`src/rtl/seq_detector_param.sv`:
```
// Serial pattern detector with run-time programmable pattern, overlap mode, saturating match count and sticky flag.
// Latency: out pulses for one cycle, the cycle after the edge that samples the final pattern bit.
// Backpressure: none; in is consumed only when in_valid=1, idle cycles hold history and force out low.
module seq_detector_param #(
  parameter int               PAT_W   = 5,
  parameter logic [PAT_W-1:0] PATTERN = 5'b11011,
  parameter bit               OVERLAP = 1'b1,
  parameter int               CNT_W   = 8
) (
  input  logic             clk,
  input  logic             rst,
  input  logic             in,
  input  logic             in_valid,
  input  logic             pat_load,
  input  logic [PAT_W-1:0] pat_in,
  input  logic             ovl_in,
  input  logic             cnt_clr,
  output logic             out,
  output logic [CNT_W-1:0] match_cnt,
  output logic             sticky
);

  localparam int FW = $clog2(PAT_W + 1);

  localparam logic [0:0] HUNT  = 1'b0;
  localparam logic [0:0] MATCH = 1'b1;

  logic [0:0]       state;
  logic [PAT_W-1:0] pattern;
  logic             mode;
  logic [PAT_W-1:0] hist;
  logic [FW-1:0]    fill;

  logic [PAT_W-1:0] nh;
  logic [FW-1:0]    nf;
  logic             hit;

  // Candidate next history/fill and match decision for a valid sample; the fill gate
  // keeps reset-zeroed history from matching before PAT_W real bits have arrived.
  always_comb begin
    nh  = {hist[PAT_W-2:0], in};
    nf  = (fill == FW'(PAT_W)) ? FW'(PAT_W) : fill + 1'b1;
    hit = in_valid && !pat_load && (nf == FW'(PAT_W)) && (nh == pattern);
  end

  // Configuration, shift history and match FSM; pat_load restarts the hunt and drops the sample.
  always_ff @(posedge clk) begin
    if (rst) begin
      pattern <= PATTERN;
      mode    <= OVERLAP;
      hist    <= '0;
      fill    <= '0;
      state   <= HUNT;
    end else if (pat_load) begin
      pattern <= pat_in;
      mode    <= ovl_in;
      hist    <= '0;
      fill    <= '0;
      state   <= HUNT;
    end else if (in_valid) begin
      hist  <= nh;
      fill  <= (hit && !mode) ? '0 : nf;
      state <= hit ? MATCH : HUNT;
    end else begin
      state <= HUNT;
    end
  end

  // Saturating match counter and sticky flag; a clear wins over a coincident hit.
  always_ff @(posedge clk) begin
    if (rst) begin
      match_cnt <= '0;
      sticky    <= 1'b0;
    end else if (cnt_clr) begin
      match_cnt <= '0;
      sticky    <= 1'b0;
    end else if (hit) begin
      if (match_cnt != '1) match_cnt <= match_cnt + 1'b1;
      sticky <= 1'b1;
    end
  end

  assign out = (state == MATCH);

endmodule

```
`config.mk`:
```
export PLATFORM = sky130hd
export DESIGN_NAME = seq_detector_param
export DESIGN_NICKNAME = d
export VERILOG_FILES = /design/src/rtl/seq_detector_param.sv
export SDC_FILE = /design/constraint.sdc
export NUM_CORES = 1
export LEC_CHECK = 0
export ABC_AREA = 1
export BUFFER_PORTS_ARGS = -buffer_cell sky130_fd_sc_hd__buf_2
export CAP_MARGIN = 20
export CORE_MARGIN = 5
export CORE_UTILIZATION = 54
export CTS_CLUSTER_DIAMETER = 150
export CTS_CLUSTER_SIZE = 28
export DETAILED_ROUTE_END_ITERATION = 10
export GPL_TIMING_DRIVEN = 0
export PLACE_DENSITY = 0.78
export SYNTH_ARGS = -nofsm -noshare
export SYNTH_HDL_FRONTEND = slang
export SYNTH_SLANG_ARGS = --single-unit
```
`constraint.sdc`:
```
create_clock -name clk -period 1.6 [get_ports clk]
set_input_delay 0.08 -clock clk [delete_from_list [all_inputs] [get_ports clk]]
set_output_delay 0.08 -clock clk [all_outputs]
set_load 0.01 [all_outputs]
```
Word-level counts from Yosys, hierarchy flattened
Index checks and enable logic that the tools add are counted.

Flip-flop bits (word level): 23. Input bits: 12. Output and inout port bits: 10. Word-level logic and storage cells: 27.

$add $sub $neg: 2. Equal/unequal tests: 4. Multiplexer cells: 3. Bitwise logic cells: 1. Reduce and logical (&&, ||, !) cells: 10.

Operators with widths (number): $add A8 B1 Y8 const B (1); $ne A8 B8 Y1 const B (1); $eq A3 B3 Y1 const B (2); $mux W3 (2); $eq A5 B5 Y1 (1); $logic_and A1 B1 Y1 (4); $reduce_or A2 Y1 (2); $add A3 B1 Y3 const B (1); $reduce_or A3 Y1 (1); $logic_not A1 Y1 (2); $reduce_and A2 Y1 (1); $mux W1 (1); $not A1 Y1 (1).

Depth between registers and ports, before layout
Depth after elaboration: 7. Depth in mapped cells: 10. Depth with buffers taken out: 9.

Worst setup path after synthesis
Ideal clock, no wire load.

Kind: register to register. From: register match_cnt[0]. To: register match_cnt[7]. Setup time: 0.113 ns. Arrival time: 1.252 ns. Required time: 1.487 ns. Path slack: 0.235 ns. Cell stages (with the launch flop): 10. Path buffers: 1. Clock period less this slack: 1.365 ns. Cell sequence: dfxtp_1 -> ha_1 -> nand2_1 -> inv_1 -> nand4_1 -> buf_2 -> nand4_1 -> nand2_1 -> nand2_1 -> nor2_1.

Cells in the longest elaborated chain, start to end: 2. Elaborated cells on any way between the ends: 3. Classes of those cells: 1 x add/sub; 1 x eq/ne; 1 x reduce/logical.

Ends and longest elaborated chain: start: declaration (RTL line 19) `output logic [CNT_W-1:0] match_cnt,`; start signal: assignment (RTL line 78) `if (match_cnt != '1) match_cnt <= match_cnt + 1'b1;`; parallel branches: the longest is 2 deep, another holds $add A8 B1 Y8.

Parallel ways; which one is timed is not known. A chain may end at the register's enable or synchronous reset.

Worst setup path in the final report
Same ends and word-level chain as after synthesis.

==> flow_summary.json <==
{
  "grt_use_total_pct": 17.4,
  "drt_iter0_drc": 42,
  "slew-limit-headroom_pct": 62.8,
  "crit_arrival_ns": 1.73,
  "synth-main-ff-cell": "dfxtp_1",
  "vias": 1222,
  "swShare_pct": 26.5,
  "diodes": 0,
  "final-instance-count-excl-fill": 240,
  "yosysUniqueCellTypes": 27,
  "max_cap_viol_count": 0,
  "final.setup_skew_ns": 0.00265,
  "fp.dieArea_sq_um": 3370,
  "htreeDepth": 1,
  "crit_path_start_kind": "flip-flop",
  "p_leak_uw": 0.000683,
  "wire_per_inst_um": 11.1,
  "power.density_nw_per_um2": 682,
  "grt_pass1_vias": 1161,
  "synth.top_cell.area_share_pct": 36.9,
  "synth_top_family_by_area": "simple AND/OR/NAND/NOR gates",
  "antenna_found_initial": 0,
  "finalSetupViolations": 0,
  "fmax_mhz": 682,
  "place.gp.congestion": 0.910,
  "ant_nets": 0,
  "io_pins": 22,
  "finalCritPeriodShare_pct": 91.6,
  "seq_power_share_pct": 59.7,
  "synthMuxAreaShare_pct": 0,
  "hp-class": "primary input to flip-flop",
  "power_switching_uw": 266,
  "cts_tree": "yes",
  "clk_pin_slew_ns": 0.13,
  "hpwl_um": 2020,
  "start_util_pct": 56.4,
  "crit_path_end_kind": "flip-flop",
  "cts_setup_buffers": 0,
  "met3_usage_pct": 2.45,
  "overflow": 0,
  "synth_nets": 196,
  "clk_latency_ns": 0.31,
  "synth-xor-area-share_pct": 1.40,
  "use_met2_pct": 28.2,
  "port_buffers": 19,
  "pwr-share-clk_pct": 27.4,
  "die_w_um": 58.1,
  "finalCriticalPeriod_ns": 1.47,
  "syn_avg_cell_area_sq_um": 6.82,
  "pwr-share-comb_pct": 12.9,
  "core-area_sq_um": 2210,
  "crit_fanout": 10,
  "synth-async-reset-ratio_pct": 0,
  "use_met1_pct": 23.0,
  "hold_viol": 0,
  "ys_ff_latch": 23,
  "final_util_pct": 66.6,
  "synthAdderAreaFrac_pct": 1.00,
  "worst_ir_drop_vdd_mv": 0.489,
  "cts_num_sinks": 23,
  "grt_max_degree": 13,
  "syn_area_sq_um": 1250,
  "synth_cells": 183,
  "synth_compound_area_share_pct": 10.6,
  "run_status": "finished clean",
  "cts_root_buffer": "clkbuf_4",
  "first_pass_iters": 4,
  "yosysSeqAreaShare_pct": 36.9,
  "drive_gt1_share_pct": 22.6,
  "busiest_layer": "met2",
  "hold-worst-slack_ns": 0.0547,
  "via_per_inst": 5.09,
  "grt_pass1_wl_um": 4710,
  "drc": 0,
  "crit_type": "flip-flop to flip-flop",
  "num_rows": 17,
  "required_ns": 1.86,
  "fin_nets": 226,
  "power.internal_uw": 738,
  "tightest_slew_ns": 0.556,
  "synthSimpleGateAreaFrac_pct": 39.4,
  "die_height_um": 58.1,
  "wl_um": 2660,
  "dpl.cell_count": 230,
  "synth_edf_count": 0,
  "area_delta_synth_final_pct": 18.1,
  "synth_warnings": 0,
  "synthTopCellsByArea": "dfxtp_1 (37%), nand2_1 (14%), inv_1 (6.9%), nor2_1 (6.6%), nand4_1 (4.5%)",
  "cts_buffer_depth": 2,
  "synth_largest_area_cell": "dfxtp_1",
  "cts_buffers": 3,
  "slew_violations": 0
}
registers in the layout, summed over array words and instances, names as in the netlist:
register,cells
match_cnt,8
pattern,5
hist,4
fill,3
mode,1
out,1
sticky,1
repair_timing:
action,4_1_cts,5_1_grt
endpoints found under the setup margin,0,7
hold buffers,6,0
endpoints found under the hold margin,8,0
resized for setup,0,5
stage by stage:
stage                     cell area (sq um)  total power [uW]  setup TNS, ns  setup slack, ns
final                                  1470              1000              0            0.134
after global routing                   1470              1050        -0.0267          -0.0190
after CTS                              1460              1010              0           0.0738
after detailed placement               1380               729              0            0.118
after global placement                 1380               724              0            0.155
after floorplan                        1250               697              0            0.235
worst max-delay path: stages (launching register included):
cell	delay, ns
dfxtp_2	0.36
ha_1	0.23
nand2_1	0.13
inv_1	0.06
nand4_1	0.16
buf_6	0.17
nand4_1	0.09
nand2_1	0.07
nand2_1	0.04
nor2_1	0.10
final timing paths:
| check | cells after the start | start | slack [ns] | to |
|---|---|---|---|---|
| max | 9 | match_cnt[0] | 0.13 | match_cnt[7] |
| min | 3 | in | 0.05 | hist[0] |
| max reg2reg | 9 | match_cnt[0] | 0.13 | match_cnt[7] |
| min reg2reg | 2 | mode | 0.48 | mode |
layout by cell type, fill, tap and decap left out, types with 5 or more instances in the layout:
cell	Yosys	layout
nor2_1	22	22
buf_2	2	20
o21ai_0	10	10
a21oi_1	10	10
nand4_1	9	9
nor2_2	5	5
dlygate4sd3_1	0	6
inv_1	23	23
dfxtp_1	23	21
nand2_1	46	46
cell type report:
class                           count  area, sq um
Buffer                              4         31.3
Clock buffer                        4         26.3
Fill cell                         216          739
Multi-Input combinational cell    128          654
Inverter                           28          108
Sequential cell                    23          463
Tap cell                           28         35.0
Timing Repair Buffer               25          155
power by group through the flow:
stage | Clock, uW | Combinational [uW] | Sequential, uW
final | 275 | 130 | 599
after global routing | 300 | 149 | 602
after CTS | 280 | 129 | 599
after detailed placement | 0 | 117 | 612
after global placement | 0 | 113 | 611
after floorplan | 0 | 87.2 | 610
routing by layer:
layer	share of wire, %	vias up	wire [um]
met3	5.3	7	141
met5	0	-	0
met4	2.3	0	62
met1	46	544	1230
li1	-	637	-
met2	46	34	1230
logic make-up after synthesis:
group,count (synthesis)
AO/OA/AOI/OAI,25
flip-flops,23
adder cells (fa/ha/maj),1
AND/OR/NAND/NOR,100
buffers and inverters,32
XOR/XNOR,2
cell usage after synthesis, types with 2 or more instances:
library cell  number
nor2_1            22
nand4_1            9
o21ai_0           10
inv_1             23
nor2_2             5
dfxtp_1           23
buf_2              2
nand3_1            4
o21ai_1            2
nand2_2            4
nor3_1             2
inv_2              4
a211oi_1           2
nor2_4             4
a21oi_1           10
nand2_1           46
Power figures use the tool's default switching activity.
